### src/rtl/cond_branch_unit_pkg.sv
// Shared types and constants for the LEGv8 conditional branch unit.
package cond_branch_unit_pkg;

    typedef enum logic [1:0] {
        BR_B    = 2'b00,
        BR_COND = 2'b01,
        BR_CBZ  = 2'b10,
        BR_CBNZ = 2'b11
    } br_type_e;

    localparam logic [3:0] COND_EQ = 4'b0000;
    localparam logic [3:0] COND_NE = 4'b0001;
    localparam logic [3:0] COND_HS = 4'b0010;
    localparam logic [3:0] COND_LO = 4'b0011;
    localparam logic [3:0] COND_MI = 4'b0100;
    localparam logic [3:0] COND_PL = 4'b0101;
    localparam logic [3:0] COND_VS = 4'b0110;
    localparam logic [3:0] COND_VC = 4'b0111;
    localparam logic [3:0] COND_HI = 4'b1000;
    localparam logic [3:0] COND_LS = 4'b1001;
    localparam logic [3:0] COND_GE = 4'b1010;
    localparam logic [3:0] COND_LT = 4'b1011;
    localparam logic [3:0] COND_GT = 4'b1100;
    localparam logic [3:0] COND_LE = 4'b1101;
    localparam logic [3:0] COND_AL = 4'b1110;
    localparam logic [3:0] COND_NV = 4'b1111;

    typedef struct packed {
        logic n;
        logic z;
        logic c;
        logic v;
    } nzcv_t;

endpackage

### src/rtl/cond_branch_unit_cond_eval.sv
// Combinational LEGv8 condition-code evaluator over an NZCV value.
module cond_eval
    import cond_branch_unit_pkg::*;
(
    input  logic [3:0] cond,
    input  nzcv_t      flags,
    output logic       cond_true
);

    logic n_eq_v;

    assign n_eq_v = (flags.n == flags.v);

    always_comb begin
        cond_true = 1'b1;
        case (cond)
            COND_EQ: cond_true = flags.z;
            COND_NE: cond_true = ~flags.z;
            COND_HS: cond_true = flags.c;
            COND_LO: cond_true = ~flags.c;
            COND_MI: cond_true = flags.n;
            COND_PL: cond_true = ~flags.n;
            COND_VS: cond_true = flags.v;
            COND_VC: cond_true = ~flags.v;
            COND_HI: cond_true = flags.c & ~flags.z;
            COND_LS: cond_true = ~(flags.c & ~flags.z);
            COND_GE: cond_true = n_eq_v;
            COND_LT: cond_true = ~n_eq_v;
            COND_GT: cond_true = ~flags.z & n_eq_v;
            COND_LE: cond_true = ~(~flags.z & n_eq_v);
            // NV behaves as AL on this architecture.
            COND_AL, COND_NV: cond_true = 1'b1;
            default: cond_true = 1'b1;
        endcase
    end

endmodule

### src/rtl/cond_branch_unit.sv
// EX-stage branch resolver: NZCV register, in-flight flag-setter tracking,
// and a registered taken/not-taken decision for B, B.cond, CBZ and CBNZ.
module cond_branch_unit
    import cond_branch_unit_pkg::*;
#(
    parameter int unsigned MAX_PEND = 3
) (
    input  logic       clk,
    input  logic       reset_n,
    input  logic       flag_issue,
    input  logic       alu_valid,
    input  logic       set_flags,
    input  logic       negative,
    input  logic       zero,
    input  logic       overflow,
    input  logic       carry_out,
    input  logic       br_valid,
    input  logic [1:0] br_type,
    input  logic [3:0] br_cond,
    output logic       br_ready,
    output logic       taken_valid,
    output logic       taken,
    output logic [3:0] flags_q,
    output logic       pend_err
);

    localparam int unsigned CNT_W = (MAX_PEND < 2) ? 1 : $clog2(MAX_PEND + 1);
    localparam logic [CNT_W-1:0] CNT_MAX = CNT_W'(MAX_PEND);
    localparam logic [CNT_W-1:0] CNT_ONE = CNT_W'(1);

    nzcv_t            flags_r;
    nzcv_t            alu_flags;
    nzcv_t            eff_flags;
    logic [CNT_W-1:0] pend_cnt;
    logic             flag_wr;
    logic             cond_true;
    logic             decision;
    logic             accept;
    br_type_e         br_kind;

    assign flag_wr   = alu_valid & set_flags;
    assign alu_flags = '{n: negative, z: zero, c: carry_out, v: overflow};
    assign br_kind   = br_type_e'(br_type);

    // A flag write in the same cycle is bypassed so B.cond sees the new NZCV.
    assign eff_flags = flag_wr ? alu_flags : flags_r;

    cond_eval u_cond_eval (
        .cond      (br_cond),
        .flags     (eff_flags),
        .cond_true (cond_true)
    );

    always_comb begin
        br_ready = 1'b0;
        decision = 1'b0;
        case (br_kind)
            BR_B: begin
                br_ready = 1'b1;
                decision = 1'b1;
            end
            BR_COND: begin
                br_ready = (pend_cnt == '0) || ((pend_cnt == CNT_ONE) && flag_wr);
                decision = cond_true;
            end
            BR_CBZ: begin
                br_ready = alu_valid;
                decision = zero;
            end
            BR_CBNZ: begin
                br_ready = alu_valid;
                decision = ~zero;
            end
            default: begin
                br_ready = 1'b0;
                decision = 1'b0;
            end
        endcase
    end

    assign accept = br_valid & br_ready;

    always_ff @(posedge clk) begin
        if (!reset_n) begin
            flags_r     <= '0;
            pend_cnt    <= '0;
            pend_err    <= 1'b0;
            taken_valid <= 1'b0;
            taken       <= 1'b0;
        end else begin
            if (flag_wr) begin
                flags_r <= alu_flags;
            end

            // Issue and retire together cancel, even at the saturation limit.
            if (flag_issue && !flag_wr) begin
                if (pend_cnt == CNT_MAX) begin
                    pend_err <= 1'b1;
                end else begin
                    pend_cnt <= pend_cnt + CNT_ONE;
                end
            end else if (flag_wr && !flag_issue) begin
                if (pend_cnt == '0) begin
                    pend_err <= 1'b1;
                end else begin
                    pend_cnt <= pend_cnt - CNT_ONE;
                end
            end

            taken_valid <= accept;
            taken       <= accept & decision;
        end
    end

    assign flags_q = flags_r;

endmodule

### config.mk
export PLATFORM = sky130hd
export DESIGN_NAME = cond_branch_unit
export DESIGN_NICKNAME = d
export VERILOG_FILES = /design/src/rtl/cond_branch_unit_pkg.sv /design/src/rtl/cond_branch_unit_cond_eval.sv /design/src/rtl/cond_branch_unit.sv
export SDC_FILE = /design/constraint.sdc
export NUM_CORES = 1
export LEC_CHECK = 0
export CAP_MARGIN = 20
export CORE_MARGIN = 8
export CORE_UTILIZATION = 45
export CTS_CLUSTER_DIAMETER = 150
export DETAILED_ROUTE_END_ITERATION = 7
export GPL_TIMING_DRIVEN = 0
export PLACE_DENSITY = 0.75
export SLEW_MARGIN = 30
export SYNTH_ARGS = -nofsm -noshare
export SYNTH_HDL_FRONTEND = slang
export SYNTH_SLANG_ARGS = --single-unit
### constraint.sdc
create_clock -name clk -period 2.03 [get_ports clk]
set_clock_uncertainty 0.15 [all_clocks]
set_input_delay 0.406 -clock clk [delete_from_list [all_inputs] [get_ports clk]]
set_output_delay 0.406 -clock clk [all_outputs]
set_load 0.1 [all_outputs]
# Word-level counts from Yosys, hierarchy flattened
# Cells that the tools add are included.
# word_totals
rom_bits	0
mem_bits_rw	0
output_inout_bits	8
ff_bits	9
memories	0
inputBits	16
latchBits	0
# classes
bitwise	13
n_mul	0
shifts	0
muxes	12
n_reduce_logical	15
eq_ne	24
div	0
add_sub_neg	2
order_cmp	0
# op_table
cell	count
4-bit == test, second input constant	8
4-bit by 3-bit == test with 1-bit output, second input constant	4
1-bit one-hot mux with 15 select lines	1
4-bit by 2-bit == test with 1-bit output, second input constant	2
2-bit two-way mux	4
1-bit inverter	8
2-bit == test, second input constant	3
3-bit AND reduction	2
1-bit bitwise AND	5
2-bit by 1-bit == test with 1-bit output, second input constant	2
4-bit by 1-bit == test with 1-bit output, second input constant	1
2-bit logical NOT	2
4-bit logical NOT	1
1-bit two-way mux	4
4-bit two-way mux	1
2-bit != test, second input constant	2
1-bit one-hot mux with 4 select lines	1
2-bit nonzero test	2
2-bit OR reduction	2
1-bit logical AND	3
1-bit one-hot mux with 3 select lines	1
2-bit by 1-bit adder with 2-bit output, second input constant	1
1-bit logical NOT	2
2-bit by 1-bit != test with 1-bit output, second input constant	1
other kinds (3)	3

# Logic depth before layout (Yosys ltp)
# logic_depth
depth_word	8
mapped_depth	7
depth_no_buf	7

# Modules after synthesis
# A second synthesis with hierarchy kept.
# hier_totals
hier_cells	78
area_unflattened_um2	690.7
# modules_own_cells
mod	seq_area_each_um2	cells_per_inst	instances	area_each_um2
cond_branch_unit	180.2	45	1	452.9
cond_eval	0.0	33	1	237.7

# Least setup slack after synthesis
# No wires, ideal clock.
# synth_path
kind	reg2reg
startpoint	register pend_cnt[1]
endpoint	register taken
stages_incl_launch_ff	8
path_slack_ps	-820
synth_period_minus_slack_ps	2850
setup_time_ps	74
t_arrival_ps	2626
path_cell_list	dfxtp_1 inv_1 ha_1 nor2b_1 o22ai_1 and3_1 nand2_1 a31oi_1
# synth_between
elab_chain_cells	6
elab_cells_between_ends	7
classes_between	1 x eq/ne; 1 x mux; 2 x bitwise; 3 x reduce/logical
# synth_rtl
item	line_no	rtl
start, declared	cond_branch_unit.sv:34	logic [CNT_W-1:0] pend_cnt;
start signal, assigned	cond_branch_unit.sv:100	pend_cnt <= pend_cnt + CNT_ONE;
start signal, assigned	cond_branch_unit.sv:106	pend_cnt <= pend_cnt - CNT_ONE;
2-bit by 1-bit == test with 1-bit output	cond_branch_unit.sv:63	br_ready = (pend_cnt == '0) || ((pend_cnt == CNT_ONE) && flag_wr);
1-bit logical AND	cond_branch_unit.sv:63	
1-bit logical OR (*)	cond_branch_unit.sv:63	
1-bit one-hot mux with 3 select lines (*)	cond_branch_unit.sv:57	case (br_kind)
named net br_ready	cond_branch_unit.sv:20	output logic br_ready,
1-bit bitwise AND (*)	cond_branch_unit.sv:81	assign accept = br_valid & br_ready;
1-bit bitwise AND (*)	cond_branch_unit.sv:111	taken <= accept & decision;
end signal, assigned	cond_branch_unit.sv:111	
end, declared	cond_branch_unit.sv:22	output logic taken,
# Mark *: on every way through the listed nets, which the timed path passes. The rest lies on a longest branch.
# A chain may end at the register's enable or synchronous reset.

# Final worst setup path
# layout_path
startpoint	register taken_valid
endpoint	output port taken_valid
# layout_rtl
item	line_no	rtl
start, declared	cond_branch_unit.sv:21	output logic taken_valid,
start signal, assigned	cond_branch_unit.sv:110	taken_valid <= accept;
# No word-level cell between the ends.

==> summary by stage <==
Status
The flow ran to the end, and the final reports show no timing, DRC or antenna violations.

Yosys
Synthesis inferred 9 register bits. Counting flops with a built-in enable in the synthesized netlist gives 0. In this run the cell area of the synthesized design comes to around 800 µm². The predominant post-synthesis flop cell is dfxtp_1. The fraction of registers with async set/reset is 0%.

After synthesis, the mean cell area works out to just over 8 µm². The total number of yosys warnings is 0. The number of nets in the synthesized netlist is approximately 120. The cell count after synthesis is 97. The count of unique library cells instantiated by Yosys is 40. The register area share after synthesis is 23.08%.

Power and ir drop
The total chip power is between 600 and 700 µW. Power spread over the standard cell area amounts to roughly 580 nW/µm². The maximum VDD drop is between 0.5 and 0.6 mV.

In this run the static leakage power is 0.4382 nW.

Min path
The path with the worst hold slack has its endpoint at pend_err$_SDFFE_PN0P_. In this run the worst hold path is classified as reg -> reg. The source of the worst hold timing path is pend_err$_SDFFE_PN0P_. Counting instances, the worst hold path has a depth of 1.

STA
The number of slew-limit violations in the final report is 0. Setup violations remaining at the end of the flow were counted as 0. The part of the cycle the worst path needs is slightly below 100%.

The transition time of the tightest slew-check pin is between 900 and 1000 ps. Derived from the worst setup path, the maximum achievable clock frequency is between 500 and 600 MHz. Setup repair after global routing left no endpoint under its margin. The number of endpoints with negative hold slack in the final report is 0.

The worst max-slew margin expressed relative to the limit is 35.99%. The routed design could run at a clock period as short as just under 2000 ps.

CTS
The clock root buffer master is clkbuf_4. The clock passes through at most 2 buffers. Hold repair after CTS inserted 0 buffers. CTS built an H-tree with a depth of 1. TritonCTS created 3 clock buffers. The clock drives 9 sinks. The insertion delay of the later-clocked pin in the worst-skew pair is about 260 ps. The TritonCTS clock tree is built. Clock-pin slew was measured on the worst setup and hold paths at 70 ps.

Critical path
The critical register-to-register path startpoint is flags_q[0]$_SDFF_PN0_. The endpoint required time on the critical path is 1470 ps. The signal on the critical path passes through dlygate4sd2_1.

Among all stages on the critical path, the largest delay is contributed by dlygate4sd2_1. Counting cells, the worst reg-to-reg path comes to 5. In this run the critical register-to-register path is captured at taken$_SDFF_PN0_.

Across all register-to-register paths, the minimum setup slack is between 400 and 500 ps. The worst setup path is captured at a primary output. The cell family with the largest share of critical-path delay is buffers and inverters. The data arrival time of the critical path is about 1400 ps. The number of buffers and inverters on the critical path is 1. The largest stage delay on the critical path is roughly 850 ps.

By startpoint and endpoint, the worst setup path is classified as reg -> out. The top fanout value on the critical path is 1. The startpoint type of the worst setup path is a register.

Drt
In the routed design, unresolved DRC markers number 0. The detail route stage leaves a number of antenna-violating nets equal to 0. Dividing the detail-routed wire length by the instance count gives 15.84 µm. Wires add up to approximately 2.2 mm. The count of routing violations after the opening detailed-route iteration is 43.

The detailed router placed between 800 and 900 vias in this run. Using the TritonRoute via totals, the vias-per-cell ratio works out to 6.094. The number of iterations in the first detailed-routing pass is 4.

Global route
The first global-routing pass estimated ~3.7 mm of wire. The total global routing track utilization is 13.78%. The number of antenna violations at the first check in global routing is 0. Entering global routing, the biggest net connects 11 pins. The global-route congestion overflow total is 0. The number of global-route vias before repair is ~840.

Floorplanning
The count of standard-cell rows is 15. The floorplan step set the die width to 57.66 µm. During I/O placement, the number of pins put on the boundary was 24.

The die covers 3324 µm². From bottom edge to top edge, the die measures approximately 58 µm. The core footprint is approximately 1700 µm².

The initial standard-cell utilization of the core is between 40% and 50%.

Placement
The cell count after placement is about 130. The final weighted congestion of routability-driven global placement is just over 0.9. Detailed placement finished with a half-perimeter wire length of about 1.7 mm.

The count of buffers added on input and output ports is 20.

Final layout
The synthesis-to-finish area growth is 35.90%. The utilization after layout is 63.52%. The total inserted antenna cells is 0. For this run, the number of standard cells in the final layout without fillers is ~140. In the final design database the tool counted approximately 140 nets. Of the cells placed in the final design, the portion with a size suffix greater than 1 is between 10% and 20%.

Flow run
The max capacitance violation total is 0.
repair_timing:
item / 4_1_cts / 5_1_grt
endpoints found under the setup margin: 8 / 5
gates resized for setup: 22 / 11
buffers inserted: 0 / 0
hold endpoints to repair: 0 / 0
worst max-delay path by stage:
stage | slack [ps] | start | depth (start not counted) | to
2_1_floorplan | 60 | flags_q[2]$_SDFF_PN0_ | 5 | taken$_SDFF_PN0_
5_1_grt | 4 | taken_valid$_SDFF_PN0_ | 1 | taken_valid
6_report | 50 | taken_valid$_SDFF_PN0_ | 1 | taken_valid
3_3_place_gp | -900 | br_type[1] | 4 | br_ready
4_1_cts | 3 | br_type[1] | 4 | br_ready
3_5_place_dp | -900 | br_type[1] | 4 | br_ready
cells in the final DEF (no fill, tap or decap), types with 3 or more instances in the layout:
master           instances
a21oi_1                  4
a31oi_1                  3
and3_1                   4
clkbuf_2                 3
clkbuf_4                 3
clkdlybuf4s50_1         10
dfxtp_1                  5
dfxtp_2                  4
ha_1                     3
inv_1                    7
mux2i_1                  5
nand2_1                  4
nand3_1                  3
nor2_1                   7
nor2b_1                  4
o21ai_0                  4
xnor2_1                  4
synth_stat cells (4+ instances only):
| library cell | count | area share (%) |
|---|---|---|
| dfxtp_1 | 9 | 23 |
| inv_1 | 7 | 3.4 |
| nor2_1 | 7 | 3.4 |
| a21oi_1 | 5 | 3.2 |
| mux2i_1 | 5 | 6.4 |
| nor2b_1 | 5 | 4.0 |
| and3_1 | 4 | 3.2 |
| nand2_1 | 4 | 1.9 |
| o21ai_0 | 4 | 2.6 |
| xnor2_1 | 4 | 4.5 |
area by class of cell:
cell class,count,area (µm²)
fill,141,609.3
multi-input combinational,76,559.3
clock inverter,1,5.005
inverter,7,26.28
tap,17,21.27
sequential,9,185.2
buffer,5,36.28
clock buffer,3,22.52
timing repair buffer,20,205.2
routing by layer:
metal	track usage [%]	share of wire, %	vias to the layer above
met5	0	0	-
met4	4.196	0.55	0
met3	5.519	6.8	2
met2	23.47	47	32
met1	15.36	46	396
li1	-	-	411
cell families after synthesis:
logic type | Yosys count | synth area share (%)
multiplexers | 6 | 9.295
buffers and inverters | 12 | 7.853
flip-flops | 9 | 23.08
AND/OR/NAND/NOR | 35 | 26.28
AO/OA/AOI/OAI | 28 | 24.20
XOR/XNOR | 4 | 4.487
adder cells (fa/ha/maj) | 3 | 4.808
sequential cells by signal (all words and copies together) (netlist names):
signal	flops
taken_valid	1
flags_q	4
taken	1
pend_cnt	2
pend_err	1
through the flow:
stage          area (µm²)  setup WS (ps)  hold slack, ps  TNS (ps)
3_5_place_dp         1018         -903.7           319.6     -1282
6_report             1061          46.52           331.1         0
2_1_floorplan       797.0          60.31           346.3         0
3_3_place_gp         1018         -900.8           314.9     -1309
5_1_grt              1061          3.909           346.6         0
4_1_cts              1052          2.739           331.1         0
where the power goes:
| part | internal [mW] | switching (mW) |
|---|---|---|
| Clock | 0.0729 | 0.0677 |
| Combinational | 0.103 | 0.165 |
| Sequential | 0.191 | 0.0123 |
Note: power is estimated with default switching activity, not from simulation.
